### src/rtl/timestep_sequencer.sv
// Timestep sequencer: debounces the Peel button into single steps of the 2-bit
// controller timestep T, tracks completed instructions and flags wrap overruns.
// Optional auto-run stepping is compiled in with `define AUTO_RUN_EN.
module timestep_sequencer #(
    parameter int DEBOUNCE_CYCLES = 500000,
    parameter int RUN_DIV         = 25000000
) (
    input  logic       clk,
    input  logic       rst_n,
    input  logic       peel,
    input  logic       clr,
    input  logic       run,
    output logic [1:0] T,
    output logic       step_pulse,
    output logic       inst_done,
    output logic [7:0] inst_count,
    output logic       busy,
    output logic       overrun
);

    localparam int              CNT_W    = 20;
    localparam logic [CNT_W-1:0] CNT_LAST = CNT_W'(DEBOUNCE_CYCLES - 1);

    typedef enum logic [1:0] {
        RELEASED,
        PRESS_CHK,
        PRESSED,
        RELEASE_CHK
    } db_state_t;

    logic             peel_meta;
    logic             peel_s;
    db_state_t        db_state;
    logic [CNT_W-1:0] db_cnt;
    logic             btn_step;
    logic             run_tick;
    logic             step;

    // NOTE: sequential state uses non-blocking assignments so every flop samples
    // the pre-edge value of its neighbours; blocking here would collapse the chain.
    always_ff @(posedge clk or negedge rst_n) begin
        if (!rst_n) begin
            peel_meta <= 1'b0;
            peel_s    <= 1'b0;
        end else begin
            peel_meta <= peel;
            peel_s    <= peel_meta;
        end
    end

    always_ff @(posedge clk or negedge rst_n) begin
        if (!rst_n) begin
            db_state <= RELEASED;
            db_cnt   <= '0;
        end else begin
            case (db_state)
                RELEASED: begin
                    if (peel_s) begin
                        db_state <= PRESS_CHK;
                        db_cnt   <= '0;
                    end
                end
                PRESS_CHK: begin
                    if (!peel_s)                db_state <= RELEASED;
                    else if (db_cnt == CNT_LAST) db_state <= PRESSED;
                    else                        db_cnt   <= db_cnt + CNT_W'(1);
                end
                PRESSED: begin
                    if (!peel_s) begin
                        db_state <= RELEASE_CHK;
                        db_cnt   <= '0;
                    end
                end
                RELEASE_CHK: begin
                    if (peel_s)                 db_state <= PRESSED;
                    else if (db_cnt == CNT_LAST) db_state <= RELEASED;
                    else                        db_cnt   <= db_cnt + CNT_W'(1);
                end
                default: db_state <= RELEASED;
            endcase
        end
    end

    // NOTE: btn_step is decoded from the FSM's current state rather than registered,
    // so it fires in the same cycle the count completes; step_pulse adds the one
    // register stage in front of the T update.
    assign btn_step = (db_state == PRESS_CHK) && peel_s && (db_cnt == CNT_LAST);

`ifdef AUTO_RUN_EN
    localparam int               RUN_W    = $clog2(RUN_DIV);
    localparam logic [RUN_W-1:0] RUN_LAST = RUN_W'(RUN_DIV - 1);

    logic             run_meta;
    logic             run_s;
    logic [RUN_W-1:0] run_cnt;

    always_ff @(posedge clk or negedge rst_n) begin
        if (!rst_n) begin
            run_meta <= 1'b0;
            run_s    <= 1'b0;
            run_cnt  <= '0;
        end else begin
            run_meta <= run;
            run_s    <= run_meta;
            if (!run_s || run_cnt == RUN_LAST) run_cnt <= '0;
            else                               run_cnt <= run_cnt + RUN_W'(1);
        end
    end

    assign run_tick = run_s && (run_cnt == RUN_LAST);
`else
    logic unused_run;
    assign unused_run = run;
    assign run_tick   = 1'b0;
`endif

    // A press landing on an auto-run tick merges into a single step.
    assign step = btn_step | run_tick;

    always_ff @(posedge clk or negedge rst_n) begin
        if (!rst_n) begin
            step_pulse <= 1'b0;
            inst_done  <= 1'b0;
            T          <= 2'd0;
            inst_count <= 8'd0;
            overrun    <= 1'b0;
        end else begin
            step_pulse <= step;
            inst_done  <= 1'b0;
            if (step_pulse) begin
                if (clr) begin
                    T          <= 2'd0;
                    inst_done  <= 1'b1;
                    inst_count <= inst_count + 8'd1;
                end else if (T == 2'd3) begin
                    T       <= 2'd0;
                    overrun <= 1'b1;
                end else begin
                    T <= T + 2'd1;
                end
            end
        end
    end

    assign busy = (T != 2'd0);

endmodule

### config.mk
export PLATFORM = sky130hd
export DESIGN_NAME = timestep_sequencer
export DESIGN_NICKNAME = d
export VERILOG_FILES = /design/src/rtl/timestep_sequencer.sv
export SDC_FILE = /design/constraint.sdc
export NUM_CORES = 1
export LEC_CHECK = 0
export CAP_MARGIN = 20
export CORE_MARGIN = 5
export CORE_UTILIZATION = 59
export CTS_BUF_LIST = sky130_fd_sc_hd__clkbuf_8
export DETAILED_ROUTE_END_ITERATION = 6
export PLACE_DENSITY = 0.82
export SYNTH_ARGS = -nofsm -noshare
export SYNTH_HDL_FRONTEND = slang
export SYNTH_SLANG_ARGS = --single-unit
### constraint.sdc
create_clock -name clk -period 2.2 [get_ports clk]
set_input_delay 0.44 -clock clk [delete_from_list [all_inputs] [get_ports clk]]
set_output_delay 0.44 -clock clk [all_outputs]
set_load 0.01 [all_outputs]
==> results.py, run 1 <==
metrics = {
    "run_status": {
        "status": "complete, no violations",
    },
    "clock_tree": {
        "clk_latency_ns": 0.29,
        "ctsResizeCount": 0,
        "clock-sinks": 37,
        "h-tree-depth": 2,
        "postCtsHoldBufs": 0,
        "post_cts_buffers": 0,
        "cts_made_buffers": 5,
        "cts_tree": "built",
        "cts_buffer_depth": 2,
        "cts_root_buffer": "clkbuf_8",
        "clk_pin_slew_ns": 0.07,
    },
    "route": {
        "finalWirelength_mm": 3.95,
        "drt_iter0_markers": 58,
        "drc": 0,
        "first_pass_iters": 4,
        "ant_nets": 0,
        "dr_total_vias": 1475,
        "wl_per_cell_um": 16.1,
        "via_per_inst": 6.02,
    },
    "timing": {
        "period_needed_ns": 2.04,
        "period_share": 0.926,
        "rsz0062_at_grt": "false",
        "maxSlewHeadroom": 0.475,
        "skew_ns": 0.00690,
        "max_freq_mhz": 491,
        "hold_violations": 0,
        "drv_slew": 0,
        "timing.setup.tns_ns": 0,
        "setup_viol": 0,
        "tightest_slew_ns": 0.787,
    },
    "yosys": {
        "netlist_area_um2": 1940,
        "async_flop_share": 1.00,
        "ys_ff_latch": 37,
        "synth_edf_count": 0,
        "synth.avg_cell_area_um2": 10.6,
        "syn_nets": 192,
        "yosys-top-cells-area": "dfrtp_1, a22o_1, xnor2_1",
        "ys_types": 42,
        "ys_warn_count": 0,
        "synthTopCellsByCount": "dfrtp_1, nand2_1, nor2_1, nand3_1, a22o_1",
        "synth_cells": 183,
        "synth.largest_area_cell": "dfrtp_1",
        "ys_seq_area_frac": 0.478,
        "synth_most_common_cell": "dfrtp_1",
        "synth_flop_cell": "dfrtp_1",
        "yosysTopAreaCellShare": 0.478,
    },
    "worst_setup_path": {
        "crit_path_start_kind": "flip-flop",
        "path_class": "flip-flop to flip-flop",
        "cp_max_fo": 6,
        "cp_data_required_time_ns": 2.38,
        "critPathCaptureType": "flip-flop",
        "worst_ep_arrival_time_ns": 2.22,
    },
    "power_and_ir_drop": {
        "vdd_drop_max_mv": 0.527,
        "power_density_nw_per_um2": 585,
        "leakage_nw": 1.07,
    },
    "layout": {
        "diodes": 0,
        "areaGrowthSynthToFinish_pct": 16.5,
        "num-nets-final": 210,
        "n_fill_cell": 256,
        "drive_above_1_share": 0.109,
        "post-route-util": 0.727,
    },
    "floorplan": {
        "ios": 19,
        "initial_utilization": 0.624,
        "die_w_um": 67.3,
        "dieArea_um2": 4530,
        "rows": 20,
        "die_h_um": 67.3,
        "core_area_um2": 3100,
    },
    "grt": {
        "grtUsageTotal": 0.204,
        "grt_first_pass_wirelength_mm": 6.70,
        "antenna_found_initial": 0,
        "grt_pass1_vias": 1453,
        "grt_max_degree": 38,
        "grt.overflow.total": 0,
    },
    "placed_design": {
        "io_buffers": 17,
        "gp_congestion": 0.780,
        "place_hpwl_mm": 2.87,
    },
    "worst_hold_path": {
        "min_path_type": "flip-flop to flip-flop",
    },
    "flow_run": {
        "drv_cap": 0,
    },
}
## routing by layer
metal  global-route usage  part of all wire  up-vias
met4                0.119             0.029        0
met5                    0                 0        -
met1                0.237              0.42      725
li1                     -                 -      696
met3               0.0499             0.049       13
met2                0.340              0.51       41
## critical path: stages, from the launching register on
cell     delay [ns]
dfrtp_1        0.41
ha_1           0.23
nand4_2        0.28
nor2_1         0.49
nand4_1        0.18
xnor2_1        0.16
a22o_1         0.18
## area by class of cell
class                   instances  area [um^2]  share of cell area
flip-flops and latches         37          926               0.410
clock buffers                   5         68.8              0.0305
inverters                       5         18.8             0.00831
well taps                      44         55.1              0.0244
multi-input cells             132          961               0.426
clock inverters                 2         35.0              0.0155
repair buffers                 20          193              0.0854
## final timing paths
kind / from / end / slack [ns] / depth (start not counted)
worst max-delay path: db_cnt[0] / db_cnt[14] / 0.16 / 6
worst min-delay path: peel_meta / peel_s / 0.39 / 0
worst max register to register: db_cnt[0] / db_cnt[14] / 0.16 / 6
worst min register to register: peel_meta / peel_s / 0.39 / 0
max in group asynchronous: rst_n / db_cnt[6] / 1.32 / 2
min in group asynchronous: rst_n / db_cnt[12] / 0.56 / 2
## registers in the layout, summed over array words and instances, names as in the netlist, named ones only
register and count:
T 2, db_cnt 20, db_state 1, inst_count 8, inst_done 1, overrun 1, peel_meta 1, peel_s 1
step_pulse 1
## placed cells by master (no fill, tap or decap), drive strengths merged, types with 4 or more instances in the layout
cell and count:
a21oi 5, a22o 11, and3 5, clkbuf 5, clkdlybuf4s50 17, dfrtp 37, ha 4, inv 5
mux2 7, nand2 16, nand3 13, nand4 8, nor2 16, o21ai 8, xnor2 10
## cell families after synthesis
logic type,after synthesis,share of synthesized area
simple gates,74,0.237
flops,37,0.478
compound gates,33,0.123
buf+inv,14,0.0297
xor+xnor,13,0.0588
mux,8,0.0478
fa+ha+maj,4,0.0258
## stage by stage
stage	instances	hold slack [ns]	power, W	cell area [um^2]	worst slack [ns]
5_1_grt	245	0.405	0.00137	2260	0.00934
3_3_place_gp	238	0.342	0.000771	2150	0.252
6_report	245	0.390	0.00132	2260	0.163
3_5_place_dp	238	0.382	0.000775	2150	0.181
2_1_floorplan	183	0.144	0.000744	1940	0.391
4_1_cts	245	0.399	0.00133	2260	0.156
## report_power, final
| group | internal, W | leakage [nW] | switching [W] |
|---|---|---|---|
| combinational | 0.0000210 | 0.517 | 0.0000333 |
| sequential | 0.000690 | 0.497 | 0.0000167 |
| clock | 0.000329 | 0.0540 | 0.000232 |
| total | 0.00104 | 1.07 | 0.000282 |
Power figures use the tool's default switching activity.
==> run 2: changes to the inputs <==
CORE_UTILIZATION = 53   (was 59)
PLACE_DENSITY = 0.78   (was 0.82)
clock period = 1.86 ns   (was 2.2 ns; I/O delays follow)
==> run 2 against run 1 <==
  * Register-to-register slack got worse by 0.10 ns
  * Final area grew 6.6%
  * Wire length up 2.4%
  * Critical path type unchanged
  * Die area increased by 9.6%
  * Largest power group is now the clock network
  * Highest routed layer unchanged
==> results.py, run 2 (synthesized netlist as in run 1, its figures left out) <==
metrics = {
    "grt": {
        "grt_max_degree": 38,
        "grtUsageTotal": 0.180,
        "antenna_found_initial": 0,
        "grt.overflow.total": 0,
        "grt_first_pass_wirelength_mm": 7.00,
        "grt_pass1_vias": 1568,
    },
    "worst_setup_path": {
        "worst_ep_arrival_time_ns": 1.99,
        "cp_top_family": "simple AND/OR/NAND/NOR gates",
        "r2r_end": "db_cnt[0]",
        "cp_data_required_time_ns": 2.05,
        "crit_path_start_kind": "flip-flop",
        "critPathCaptureType": "flip-flop",
        "rrSetupSlack_ns": 0.06,
        "cpPeakStageDelay_ns": 0.44,
        "path_class": "flip-flop to flip-flop",
        "cp_max_fo": 7,
        "path_buf_inv": 0,
        "cp_slowest_cell": "dfrtp_1",
        "cp-startpoint": "db_cnt[11]",
        "cp_cell_sequence": "nor3_1, nand4_4, nor2_8, mux2_1, a22o_1",
        "r2r-start": "db_cnt[11]",
        "reg2reg_depth": 5,
    },
    "power_and_ir_drop": {
        "p_clk_frac": 0.484,
        "power_switching_w": 0.000374,
        "vdd_drop_max_mv": 0.579,
        "leakage_nw": 1.16,
        "combPwrFrac": 0.041,
        "intPower_w": 0.00138,
        "power_density_nw_per_um2": 731,
        "p_sw_frac": 0.213,
        "power_w": 0.00176,
        "p_seq_frac": 0.475,
    },
    "clock_tree": {
        "cts_made_buffers": 5,
        "clk_pin_slew_ns": 0.08,
        "h-tree-depth": 2,
        "clock-sinks": 37,
        "cts_buffer_depth": 2,
        "postCtsHoldBufs": 0,
        "cts_tree": "built",
        "cts_root_buffer": "clkbuf_8",
        "clk_latency_ns": 0.30,
    },
    "route": {
        "drt_iter0_markers": 114,
        "met1Wirelength_mm": 1.63,
        "drc": 0,
        "wl_per_cell_um": 15.4,
        "maxUsedRoutingLayer": "met4",
        "wl_met3_um": 209,
        "ant_nets": 0,
        "dr_total_vias": 1508,
        "first_pass_iters": 4,
        "wl_met2_mm": 2.07,
        "via_per_inst": 5.76,
        "finalWirelength_mm": 4.04,
    },
    "layout": {
        "final_common_cell": "dfrtp_1",
        "diodes": 0,
        "final_cell_mix": "dfrtp_1, clkdlybuf4s50_1, nand2_1, buf_4, nor2_1",
        "n_fill_cell": 278,
        "largest_register_ffs": 20,
        "drive_above_1_share": 0.178,
        "layoutNonFillerInstCount": 262,
        "areaGrowthSynthToFinish_pct": 24.2,
        "regMostFlops": "db_cnt",
        "post-route-util": 0.667,
        "num-nets-final": 222,
        "multi_input_area_um2": 982,
        "top_regs": "db_cnt: 20 flops, inst_count: 8 flops, T: 2 flops",
        "regArea_um2": 926,
    },
    "timing": {
        "skew_ns": 0.00228,
        "rsz0062_at_grt": "false",
        "setup_viol": 0,
        "fin_ws_ns": 0.0602,
        "maxSlewHeadroom": 0.441,
        "drv_slew": 0,
        "max_freq_mhz": 556,
        "period_needed_ns": 1.80,
        "tightest_slew_ns": 0.838,
        "hold_violations": 0,
        "period_share": 0.968,
        "timing.setup.tns_ns": 0,
    },
    "placed_design": {
        "place_hpwl_mm": 2.89,
        "post-place-ws_ns": 0.0850,
        "dpl.cell_count": 253,
        "gp_congestion": 0.840,
        "io_buffers": 17,
    },
    "floorplan": {
        "ios": 19,
        "rows": 22,
        "die_w_um": 70.5,
        "core_area_um2": 3610,
        "initial_utilization": 0.537,
        "die_h_um": 70.5,
        "dieArea_um2": 4960,
    },
    "worst_hold_path": {
        "hold_depth": 0,
        "min_path_type": "flip-flop to flip-flop",
        "whs_endpoint": "peel_s",
        "hold_path.startpoint": "peel_meta",
    },
    "flow_run": {
        "drv_cap": 0,
    },
    "run_status": {
        "status": "complete, no violations",
    },
}
[run 2: cell type report]
cell class	count	area share
sequential	37	0.385
multi-input combinational	132	0.408
clock buffer	5	0.0286
tap	48	0.0250
timing repair buffer	32	0.117
inverter	5	0.00780
clock inverter	3	0.0286
[run 2: timing repair]
action | CTS | global route
setup buffers | 0 | 1
gates resized for setup | 1 | 5
endpoints found under the setup margin | 1 | 7
[run 2: worst max-delay path by stage]
stage,depth (start not counted),slack [ns],endpoint
after floorplan,5,0.05,db_cnt[0]
after global placement,5,0.12,db_cnt[0]
after detailed placement,7,0.09,db_cnt[12]
after CTS,7,0.06,db_cnt[16]
after global routing,6,0.01,db_cnt[15]
final,5,0.06,db_cnt[0]
[run 2: worst register-to-register path, stage by stage (launching register included)]
cell and delay [ns]:
dfrtp_1 0.44, nor3_1 0.36, nand4_4 0.18, nor2_8 0.18
mux2_1 0.35, a22o_1 0.19
[run 2: metrics by stage]
step	hold WS (ns)	area, um^2
after detailed placement	0.350	2240
after CTS	0.363	2380
after global routing	0.382	2410
after floorplan	0.0764	1940
after global placement	0.342	2240
final	0.358	2410
[run 2: routing by layer]
metal,GRT usage,up-vias
met5,0,-
met4,0.115,0
met3,0.0504,12
met2,0.292,41
met1,0.207,734
li1,-,721
[run 2: power groups by stage]
stage | clock, W | combinational [W] | sequential [W]
final | 0.000850 | 0.0000722 | 0.000836
after global routing | 0.000902 | 0.0000827 | 0.000838
after CTS | 0.000859 | 0.0000678 | 0.000834
after detailed placement | 0 | 0.0000672 | 0.000851
after global placement | 0 | 0.0000638 | 0.000849
after floorplan | 0 | 0.0000401 | 0.000840
==> RTL change, RTL diff (settings of run 2) <==
Re-encode `db_state_t` (4 states) as one-hot, 4 bits wide.
--- a/src/rtl/timestep_sequencer.sv
+++ b/src/rtl/timestep_sequencer.sv
@@ -22,9 +22,9 @@
     localparam logic [CNT_W-1:0] CNT_LAST = CNT_W'(DEBOUNCE_CYCLES - 1);
 
-    typedef enum logic [1:0] {
-        RELEASED,
-        PRESS_CHK,
-        PRESSED,
-        RELEASE_CHK
+    typedef enum logic [3:0] {
+        RELEASED    = 4'b0001,
+        PRESS_CHK   = 4'b0010,
+        PRESSED     = 4'b0100,
+        RELEASE_CHK = 4'b1000
     } db_state_t;
 
Check against the original RTL: same outputs for any inputs over 10 cycles, from zero or initial values and one cycle with rst_n low; not proved beyond that.
==> RTL change against run 2 <==
- critical endpoint unchanged
- die area increased by 7.4%
- largest cell class unchanged
- setup slack improved by 0.076 ns
- global-route usage fell by 0.76 points
- utilization fell by 2.9 points
- synthesized area is 8.7% higher
- clock skew up 0.0034 ns
- sequential cell count rose by 2
- final cell count grew 14%
- cell area increased by 3.7%
- routed wire length is 2.9% higher
- critical path depth increased by 1
Power is not compared: it rests on default switching activity, and its combinational part moved more than twofold at a synthesized area within 25%.
==> RTL change: results (changes against run 2) <==
syn_area_per_cell - 9.52 µm² (was 10.6 µm²)
Final #Nets - 256 (was 222)
Worst EP arrival - 1.89 ns (was 1.99 ns)
CTS clock-pin slew for the worst setup and hold paths - 0.07 ns
share of layout cells above drive strength 1 - 0.141 (was 0.178)
initial antenna violation count - 0 (unchanged)
Post-synth ARST share - 1.00 (unchanged)
Synth top cells by count - 38 x dfrtp_1, 25 x o21ai_0, 22 x nand2_1 (was 37 x dfrtp_1, 15 x nand2_1, 15 x nor2_1)
clk_lat worst skew - 0.29 ns
run status - complete, no violations (unchanged)
placed cells - 289 (was 253)
routed len/inst - 14.0 µm (was 15.4 µm)
worst r2r path cells - 6 (was 5)
clk buf depth - 2 (unchanged)
Core Area - 3910 µm² (was 3610 µm²)
main flop type after synthesis - dfrtp_1 (unchanged)
n_diodes - 0 (unchanged)
largest registers - db_cnt (20), inst_count (8), db_state (4) (was db_cnt (20), inst_count (8), T (2))
Worst Path Max Fanout - 6 (was 7)
DRT Wirelength - 4160 µm (was 4040 µm)
clk root buf - clkbuf_8 (unchanged)
H-tree lvl count - 2 (unchanged)
internal power - 1.29 mW
Synth area leaders - dfrtp_1 45%, o21ai_0 5.9%, nand2_1 3.9% (was dfrtp_1 48%, a22o_1 5.0%, xnor2_1 4.5%)
CP max stage delay - 0.38 ns (was 0.44 ns)
Worst Tran Pin Value - 0.483 ns (was 0.838 ns)
worst min-delay path class - in -> async (was reg -> reg)
first-pass GRT wire length - 7140 µm (was 7000 µm)
dpl ws - 0.126 ns (was 0.0850 ns)
DP Area - 2370 µm² (was 2240 µm²)
leakage power - 1.10 nW
largest net degree at the start of global routing - 40 (was 38)
Slowest-stage cell, CP - dfrtp_1 (unchanged)
All-Layer GR Usage - 0.172 (was 0.180)
drt pass-1 iters - 4 (unchanged)
Peak VDD IR - 0.000412 V
HPWL after detailed placement - 2950 µm (was 2890 µm)
Syn Nets - 230 (was 192)
buffers added on ports - 17 (unchanged)
clock skew - 0.00564 ns (was 0.00228 ns)
Ys Warns - 0 (unchanged)
GPL Wtd Cong - 0.796 (was 0.840)
DRT iter0 DRCs - 82 (was 114)
Seq/Total Area, Yosys - 0.464 (was 0.478)
vias in the first global route - 1,602 (was 1,568)
synth unique cells - 48 (was 42)
vias - 1,754 (was 1,508)
CTS buffer count - 5 (unchanged)
## RTL change: cell types whose count changed after synthesis, moves of 4 or more
cell and delta:
a21oi_1 +6, a22o_1 -11, a31oi_1 +10, buf_6 +4, mux2_1 -5, nand2_1 +7
nand3_1 -6, nand4_1 +4, nor2_1 -5, nor3_1 +6, o21ai_0 +17, xnor2_1 -5
## RTL change: final timing paths
kind / start / endpoint / slack (ns)
setup / recovery: db_cnt[0]$_DFFE_PN0P_ / db_cnt[0]$_DFFE_PN0P_ / 0.14
hold / removal: rst_n / db_cnt[7]$_DFFE_PN0P_ / 0.12
setup reg to reg: db_cnt[0]$_DFFE_PN0P_ / db_cnt[0]$_DFFE_PN0P_ / 0.14
hold reg to reg: peel_meta$_DFF_PN0_ / peel_s$_DFF_PN0_ / 0.35
max in group asynchronous: rst_n / db_state[0]$_DFFE_PN1P_ / 1.40
min in group clk: peel_meta$_DFF_PN0_ / peel_s$_DFF_PN0_ / 0.35
## RTL change: repair_timing
| item | 4_1_cts | 5_1_grt |
|---|---|---|
| cloned | 0 | 0 |
| endpoints found under the setup margin | 1 | 7 |
| setup buffers | 0 | 1 |
| resized for setup | 1 | 4 |
| pin swaps | 0 | 3 |
## RTL change: logic make-up (layout without fill, tap and decap cells)
logic type / count (synthesis) / in the layout / share of synthesized area
AO/OA/AOI/OAI: 66 / 66 / 0.194
XOR/XNOR: 8 / 8 / 0.0333
adder cells (fa/ha/maj): 4 / 4 / 0.0238
buffers and inverters: 18 / 45 / 0.0505
flip-flops: 39 / 39 / 0.464
multiplexers: 2 / 2 / 0.0101
AND/OR/NAND/NOR: 84 / 84 / 0.224
## RTL change: stage by stage
step	utilization	TNS (ns)
floorplan	-	0
detailed placement	0.606	0
finish	0.638	0
CTS	0.631	0
global placement	0.606	0
global route	0.638	-0.0871
## RTL change: per-layer routing
layer  global-route usage  share of wire
met4               0.0676          0.016
met2                0.277           0.48
met1                0.221           0.45
met5                    0              0
met3               0.0455          0.053
## RTL change: critical path: cells and delay by family (launching register included)
family	cells	cell delay, ns
adders and majority gates	1	0.19
DFF	1	0.38
and+or+nand+nor	4	0.94
AOI/OAI and AO/OA	1	0.10
## RTL change: power groups by stage
stage | sequential, mW | clock (mW) | combinational (mW)
after detailed placement | 0.911 | 0 | 0.187
after floorplan | 0.892 | 0 | 0.130
after global placement | 0.910 | 0 | 0.182
final | 0.897 | 0.616 | 0.196
after CTS | 0.895 | 0.630 | 0.187
after global routing | 0.900 | 0.674 | 0.219
## RTL change: final cells by class
type	instances	area, µm²
Clock buffer	7	96.3
Clock inverter	1	3.75
Fill cell	357	1420
Inverter	6	22.5
Multi-Input combinational cell	164	1040
Sequential cell	39	977
Tap cell	50	62.6
Timing Repair Buffer	31	294
